$ cat config.mk
export PLATFORM = sky130hd
export DESIGN_NAME = wave_meter
export DESIGN_NICKNAME = d
export VERILOG_FILES = /design/src/rtl/wave_meter_pkg.sv /design/src/rtl/wave_meter_xing_detector.sv /design/src/rtl/wave_meter.sv
export SDC_FILE = /design/constraint.sdc
export NUM_CORES = 1
export LEC_CHECK = 0
export CAP_MARGIN = 40
export CORE_MARGIN = 2
export CORE_UTILIZATION = 28
export CTS_CLUSTER_SIZE = 10
export DETAILED_ROUTE_END_ITERATION = 6
export PLACE_DENSITY = 0.5
export SKIP_CTS_REPAIR_TIMING = 1
export SLEW_MARGIN = 20
export SYNTH_ARGS = -nofsm -noshare
export SYNTH_HDL_FRONTEND = slang
export SYNTH_HIERARCHICAL = 1
export SYNTH_SLANG_ARGS = --single-unit
$ cat constraint.sdc
create_clock -name clk_100kHz -period 5.75 [get_ports clk_100kHz]
set_input_delay 0.575 -clock clk_100kHz [delete_from_list [all_inputs] [get_ports clk_100kHz]]
set_output_delay 0.575 -clock clk_100kHz [all_outputs]
set_load 0.01 [all_outputs]
$ cat src/rtl/wave_meter_pkg.sv
// ============================================================================
// Module : wave_meter_pkg
// Brief  : Shared state encoding and default sizing for the wave meter.
// Rev    : 1.0
// ============================================================================
`default_nettype none

package wave_meter_pkg;

    localparam int DW_DEFAULT   = 8;
    localparam int CW_DEFAULT   = 16;
    localparam int HYST_DEFAULT = 8;

    typedef enum logic [0:0] {
        S_SYNC = 1'b0,
        S_MEAS = 1'b1
    } meter_state_t;

endpackage

`default_nettype wire

$ cat src/rtl/wave_meter_xing_detector.sv
// ============================================================================
// Module : xing_detector
// Brief  : Hysteresis comparator producing a rising-crossing pulse per sample.
// Rev    : 1.0
// ============================================================================
`default_nettype none

module xing_detector #(
    parameter int DW   = 8,
    parameter int HYST = 8
) (
    input  logic          clk,
    input  logic          rst,
    input  logic          i_valid,
    input  logic [DW-1:0] i_sample,
    input  logic [DW-1:0] i_threshold,
    input  logic          i_disarm,
    output logic          o_xing
);

    localparam logic [DW:0] c_HYST = (DW+1)'(HYST);

    logic [DW:0]   w_hi_sum;
    logic [DW-1:0] w_hi_th;
    logic [DW-1:0] w_lo_th;
    logic          r_armed;

    // Band edges clamp to the sample range instead of wrapping.
    always_comb begin
        w_hi_sum = {1'b0, i_threshold} + c_HYST;
        w_hi_th  = w_hi_sum[DW] ? {DW{1'b1}} : w_hi_sum[DW-1:0];
        w_lo_th  = ({1'b0, i_threshold} < c_HYST) ? '0
                 : DW'({1'b0, i_threshold} - c_HYST);
    end

    assign o_xing = i_valid && r_armed && (i_sample >= w_hi_th);

    always_ff @(posedge clk) begin
        if (rst) begin
            r_armed <= 1'b0;
        end else if (i_valid) begin
            if (o_xing || i_disarm) begin
                r_armed <= 1'b0;
            end else if (i_sample <= w_lo_th) begin
                r_armed <= 1'b1;
            end
        end
    end

endmodule

`default_nettype wire

$ cat src/rtl/wave_meter.sv
// ============================================================================
// Module : wave_meter
// Brief  : Measures period and min/max amplitude of each waveform cycle.
// Rev    : 1.0
// ============================================================================
`default_nettype none

module wave_meter
    import wave_meter_pkg::*;
#(
    parameter int DW   = DW_DEFAULT,
    parameter int CW   = CW_DEFAULT,
    parameter int HYST = HYST_DEFAULT
) (
    input  logic          clk_100kHz,
    input  logic          rst_,
    input  logic          sample_valid,
    input  logic [DW-1:0] sample_in,
    input  logic [DW-1:0] threshold,
    output logic [CW-1:0] period_out,
    output logic [DW-1:0] amp_max,
    output logic [DW-1:0] amp_min,
    output logic          meas_valid,
    output logic          timeout
);

    localparam logic [CW-1:0] c_CNT_MAX = {CW{1'b1}};
    localparam logic [CW-1:0] c_CNT_ONE = CW'(1);

    meter_state_t  r_state;
    logic [CW-1:0] r_cnt;
    logic [DW-1:0] r_run_max;
    logic [DW-1:0] r_run_min;
    logic [CW-1:0] r_period;
    logic [DW-1:0] r_amp_max;
    logic [DW-1:0] r_amp_min;
    logic          r_meas_valid;
    logic          r_timeout;
    logic          w_xing;
    logic          w_cycle_lost;

    // A cycle that outgrows the counter drops the arming so resync needs a fresh low excursion.
    assign w_cycle_lost = sample_valid && (r_state == S_MEAS) && !w_xing
                       && (r_cnt == c_CNT_MAX);

    xing_detector #(
        .DW   (DW),
        .HYST (HYST)
    ) u_xing (
        .clk         (clk_100kHz),
        .rst         (rst_),
        .i_valid     (sample_valid),
        .i_sample    (sample_in),
        .i_threshold (threshold),
        .i_disarm    (w_cycle_lost),
        .o_xing      (w_xing)
    );

    always_ff @(posedge clk_100kHz) begin
        if (rst_) begin
            r_state      <= S_SYNC;
            r_cnt        <= '0;
            r_run_max    <= '0;
            r_run_min    <= '0;
            r_period     <= '0;
            r_amp_max    <= '0;
            r_amp_min    <= '0;
            r_meas_valid <= 1'b0;
            r_timeout    <= 1'b0;
        end else begin
            r_meas_valid <= 1'b0;
            if (sample_valid) begin
                case (r_state)
                    S_SYNC: begin
                        if (w_xing) begin
                            r_state   <= S_MEAS;
                            r_cnt     <= c_CNT_ONE;
                            r_run_max <= sample_in;
                            r_run_min <= sample_in;
                        end
                    end
                    S_MEAS: begin
                        if (w_xing) begin
                            r_period     <= r_cnt;
                            r_amp_max    <= r_run_max;
                            r_amp_min    <= r_run_min;
                            r_meas_valid <= 1'b1;
                            r_timeout    <= 1'b0;
                            // The crossing sample belongs to the cycle it opens.
                            r_cnt        <= c_CNT_ONE;
                            r_run_max    <= sample_in;
                            r_run_min    <= sample_in;
                        end else if (w_cycle_lost) begin
                            r_timeout <= 1'b1;
                            r_state   <= S_SYNC;
                        end else begin
                            r_cnt <= r_cnt + c_CNT_ONE;
                            if (sample_in > r_run_max) r_run_max <= sample_in;
                            if (sample_in < r_run_min) r_run_min <= sample_in;
                        end
                    end
                    default: r_state <= S_SYNC;
                endcase
            end
        end
    end

    assign period_out = r_period;
    assign amp_max    = r_amp_max;
    assign amp_min    = r_amp_min;
    assign meas_valid = r_meas_valid;
    assign timeout    = r_timeout;

endmodule

`default_nettype wire
==> results of run 1 <==
-- flip-flops by register name, summed over array words and instances, names as in the netlist --
register / flops
amp_min: 8
meas_valid: 1
u_xing/r_armed: 1
r_state: 1
r_run_min: 8
r_cnt: 16
timeout: 1
r_run_max: 8
amp_max: 8
period_out: 16
-- worst register-to-register path: cells and delay by family, from the launching register on --
family / cells / cell delay (ns)
compound gates: 2 / 0.97
simple gates: 2 / 0.75
flops: 1 / 0.44
mux: 1 / 0.25
fa+ha+maj: 1 / 0.23
-- cell families after synthesis --
| logic type | count (synthesis) | share of synthesized area |
|---|---|---|
| adder cells (fa/ha/maj) | 34 | 0.119 |
| multiplexers | 18 | 0.0505 |
| flip-flops | 68 | 0.381 |
| buffers and inverters | 36 | 0.0459 |
| AND/OR/NAND/NOR | 121 | 0.197 |
| XOR/XNOR | 12 | 0.0295 |
| AO/OA/AOI/OAI | 83 | 0.177 |
-- power groups by stage --
stage / combinational, mW / sequential, mW / clock (mW)
global placement: 0.109 / 0.492 / 0
CTS: 0.114 / 0.482 / 0.521
finish: 0.113 / 0.482 / 0.510
global route: 0.130 / 0.482 / 0.542
floorplan: 0.0740 / 0.490 / 0
detailed placement: 0.113 / 0.492 / 0
-- per-layer routing --
metal / part of all wire / track usage / vias to the layer above / wire, um
met5: 0 / 0 / - / 0
met4: 0.012 / 0.0400 / 0 / 102
met3: 0.033 / 0.0345 / 8 / 278
met2: 0.45 / 0.212 / 46 / 3820
met1: 0.51 / 0.180 / 1315 / 4320
li1: - / - / 1462 / -
-- cells in the final DEF (no fill, tap or decap), types with 7 or more instances in the layout --
cell              n
o21ai_0           8
nand4_1           8
nor3_1            7
ha_1             34
nand2b_1         30
nor2_1           20
a22o_1           32
mux2i_1          18
clkbuf_16         9
clkdlybuf4s50_1  52
dfxtp_1          68
nand2_1          17
inv_1            19
nand3_1          12
a21oi_1          15
-- stage by stage --
step,std cells,power (mW)
finish,601,1.10
global placement,582,0.601
floorplan,372,0.564
detailed placement,583,0.605
global route,601,1.15
CTS,599,1.12
-- path summary, 6_finish.rpt --
| kind | slack (ns) | to | from |
|---|---|---|---|
| hold reg to reg | 0.48 | amp_min[2] | amp_min[2] |
| setup / recovery | 1.77 | r_run_max[0] | threshold[5] |
| hold / removal | 0.48 | amp_min[2] | amp_min[2] |
| setup reg to reg | 3.04 | r_run_min[5] | r_cnt[0] |
-- area by class of cell --
| cell class | instances | area, um^2 | share of cell area |
|---|---|---|---|
| clock buffers | 10 | 239 | 0.0525 |
| clock inverters | 6 | 38.8 | 0.00852 |
| inverters | 19 | 71.3 | 0.0157 |
| multi-input cells | 268 | 2050 | 0.451 |
| flip-flops and latches | 68 | 1360 | 0.299 |
| well taps | 172 | 215 | 0.0473 |
| repair buffers | 58 | 573 | 0.126 |
==> impl_metrics.toml, run 1 <==
[yosys]
syn_nets = 425
synth_edf_count = 0
syn-cell-area_mm2 = 0.00357
syn_area_per_cell_um2 = 9.59
seq_area_frac_synth = 0.381
ys.flop_type = "dfxtp_1"
netlist.area_leader.share = 0.381
synth_cell_types = 48
synth_largest_area_cell = "dfxtp_1"
yosysWarnings = 6
ys_top_cells_by_count = "dfxtp_1 (68), ha_1 (34), a22o_1 (32), nand2b_1 (30), nor2_1 (20)"
netlist_instances = 372
ys_ff_latch = 68
synthArstFlopShare = 0
yosysMostFrequentCell = "dfxtp_1"
synth_area_leaders = "dfxtp_1 (38%), ha_1 (12%), a22o_1 (7.9%)"

[timing]
skew_ns = 0.00554
max_freq_ghz = 0.251
fin_crit_sh = 0.692
tightest_slew_ns = 0.625
period_needed_ns = 3.98
fin_ws_ns = 1.77
max-slew-margin-rel = 0.580
holdWs_ns = 0.479
setup_viol = 0
tns_ns = 0
drv_slew = 0
hold_violations = 0
rsz0062_at_grt = "false"

[detailed_routing]
detail_route.wl_per_cell_um = 14.2
via_per_inst = 4.71
drt_wl_total_um = 8520
ant_nets = 0
dr_total_vias = 2831
drtIter0Drc = 130
drcViolationCount = 0
dr.pass1.iters = 4

[placement]
dpl.hpwl_um = 6380
portBuffers = 52
placed_cell_area_mm2 = 0.00426
gp_congestion = 0.779
pre_cts_ws_ns = 1.43

[critical_path]
critPathTopFamily = "compound AO/OA/AOI/OAI gates"
worstSetupPathType = "input port to register"
cp-start-kind = "input port"
r2r_cells = 6
crit_fanout = 10
cp.arrival_ns = 4.23
slowest_delay_ns = 0.64
crit_required_ns = 6.00
worst-path-stages = 14
crit_path_end_kind = "register"
slowest_stage = "o41ai_4"
path_buf_inv = 3
cp_cell_sequence = "clkdlybuf4s50_1 -> nand3_1 -> nor2_1 -> or2_2 -> ha_1 -> nand2b_1 -> a21o_1 -> a211oi_1 -> o41ai_1 -> buf_4 -> nand2b_1 -> o41ai_4 -> buf_4 -> mux2i_1"

[clocking]
cts_tree = "yes"
cts_made_buffers = 9
htree_levels = 3
path_clk_slew_ns = 0.06
clock-sinks = 68
insertion_delay_ns = 0.33
clockRootBuffer = "clkbuf_16"
cts_buffer_depth = 2

[power_and_ir_drop]
internal_power_mw = 0.830
seqPwrFrac = 0.436
switching_share = 0.248
p_per_area_mw_per_mm2 = 243
combPwrFrac = 0.102
switchingPower_mw = 0.274
p_leak_nw = 1.79
vdd_drop_max_uv = 141
clkPwrFrac = 0.462

[global_route]
grt_start_max_net_pins = 23
grt_pass1_wl_um = 14100
first_global_vias = 2797
grt-ovfl-total = 0
antenna_found_initial = 0
grt_usage = 0.134

[layout]
drive_gt1_frac = 0.0793
antenna_cells = 0
post-route-util = 0.364
nNetsFinal = 477
nFillCells = 1289
syn_to_final_growth_pct = 27.6
stdcell_area_mm2 = 0.00455

[floorplan]
coreArea_mm2 = 0.0125
rows = 41
die_h_um = 117
die_x_um = 117
initial_utilization = 0.285
die_area_mm2 = 0.0137
ios = 53

[run_status]
status = "complete, no violations"

[worst_hold_path]
min_path_cells = 1
hold_path_class = "register to register"

[run]
maxCapViolCount = 0
(Power assumes the default switching activity.)
==> inputs of run 2 (changes only) <==
PLACE_DENSITY = 0.51   (was 0.5)
clock period = 3.4 ns   (was 5.75 ns; I/O delays follow)
==> impl_metrics.toml, run 2 (synthesized netlist as in run 1, its figures left out) <==
[run_status]
status = "complete, no violations"

[clocking]
cts_tree = "yes"
clockRootBuffer = "clkbuf_16"
insertion_delay_ns = 0.33
cts_made_buffers = 9
cts_buffer_depth = 2
path_clk_slew_ns = 0.05
clock-sinks = 68
htree_levels = 3

[timing]
drv_slew = 0
period_needed_ns = 3.04
fin_crit_sh = 0.895
skew_ns = 0.00610
tns_ns = 0
max-slew-margin-rel = 0.576
rsz0062_at_grt = "false"
max_freq_ghz = 0.329
tightest_slew_ns = 0.631
fin_ws_ns = 0.357
setup_viol = 0
hold_violations = 0

[critical_path]
crit_start = "threshold[5]"
critPathTopFamily = "compound AO/OA/AOI/OAI gates"
r2r-start = "r_cnt[0]"
cp_cell_sequence = "clkdlybuf4s50_1 -> nand3_1 -> nor2_1 -> or2_2 -> ha_1 -> nand2b_1 -> a21o_1 -> a211oi_1 -> o41ai_1 -> buf_4 -> nand2b_1 -> o41ai_4 -> buf_4 -> mux2i_1"
crit_fanout = 5
worstSetupPathType = "input port to register"
slowest_stage = "clkdlybuf4s50_1"
slowest_delay_ns = 0.42
cp.arrival_ns = 3.30
cp-start-kind = "input port"
crit_path_end_kind = "register"
path_buf_inv = 3
crit_required_ns = 3.66

[detailed_routing]
drt_wl_total_um = 8670
ant_nets = 0
drcViolationCount = 0
detail_route.wl_per_cell_um = 13.9
via_per_inst = 4.69
dr.pass1.iters = 4
dr_total_vias = 2930
drtIter0Drc = 138

[floorplan]
rows = 41
initial_utilization = 0.285
ios = 53
coreArea_mm2 = 0.0125
die_x_um = 117
die_h_um = 117
die_area_mm2 = 0.0137

[power_and_ir_drop]
internal_power_mw = 1.42
vdd_drop_max_uv = 222
combPwrFrac = 0.111
switching_share = 0.241
clkPwrFrac = 0.454
switchingPower_mw = 0.453
seqPwrFrac = 0.434
p_per_area_mw_per_mm2 = 396
total_power_mw = 1.88
p_leak_nw = 1.90

[global_route]
first_global_vias = 2918
grt_start_max_net_pins = 23
grt_usage = 0.136
grt_pass1_wl_um = 14400
antenna_found_initial = 0
grt-ovfl-total = 0

[placement]
pre_cts_ws_ns = -0.0176
dpl.hpwl_um = 6610
dp_cells = 609
gp_congestion = 0.803
portBuffers = 52

[layout]
drive_gt1_frac = 0.121
antenna_cells = 0
nNetsFinal = 501
syn_to_final_growth_pct = 32.6
nFillCells = 1295
final_common_cell = "dfxtp_1"
instances_no_fill = 625
post-route-util = 0.378
layout_common_cells = "dfxtp_1 (68), clkdlybuf4s50_1 (52), ha_1 (34)"

[run]
maxCapViolCount = 0

[worst_hold_path]
hold_start = "amp_min[6]"
hold_path_class = "register to register"
[run 2: final timing paths]
check / endpoint / slack [ns] / cells after the start
min reg2reg: amp_min[6] / 0.47 / 1
min: amp_min[6] / 0.47 / 1
max: r_run_max[3] / 0.36 / 14
max reg2reg: r_run_min[5] / 1.16 / 7
[run 2: through the flow]
stage	area, um^2	hold slack (ns)
floorplan	3570	0.457
global placement	4460	0.464
detailed placement	4460	0.463
CTS	4730	0.481
global route	4730	0.494
finish	4730	0.474
[run 2: area by class of cell]
| type | count | area [um^2] | area share |
|---|---|---|---|
| clock buffer | 13 | 250 | 0.0529 |
| clock inverter | 3 | 22.5 | 0.00476 |
| inverter | 19 | 71.3 | 0.0151 |
| multi-input combinational | 268 | 2050 | 0.434 |
| sequential | 68 | 1360 | 0.288 |
| tap | 172 | 215 | 0.0455 |
| timing repair buffer | 82 | 758 | 0.160 |
[run 2: power by group through the flow]
| stage | combinational, mW | clock [mW] | sequential, mW |
|---|---|---|---|
| finish | 0.209 | 0.852 | 0.815 |
| global route | 0.237 | 0.911 | 0.816 |
| CTS | 0.211 | 0.874 | 0.815 |
| detailed placement | 0.209 | 0 | 0.832 |
| global placement | 0.205 | 0 | 0.832 |
| floorplan | 0.125 | 0 | 0.829 |
[run 2: worst reg2reg max path, stage by stage (launching register included)]
cell	delay, ns
dfxtp_1	0.42
ha_1	0.22
nand4_1	0.22
nor4_4	0.53
o21a_1	0.28
a211o_1	0.14
buf_4	0.17
mux2i_1	0.19
[run 2: routing by layer]
layer / part of all wire / track usage / vias up / routed length, um
met1: 0.52 / 0.192 / 1364 / 4490
met2: 0.43 / 0.203 / 45 / 3750
met3: 0.028 / 0.0232 / 13 / 246
li1: - / - / 1508 / -
met5: 0 / 0 / - / 0
met4: 0.021 / 0.0620 / 0 / 184
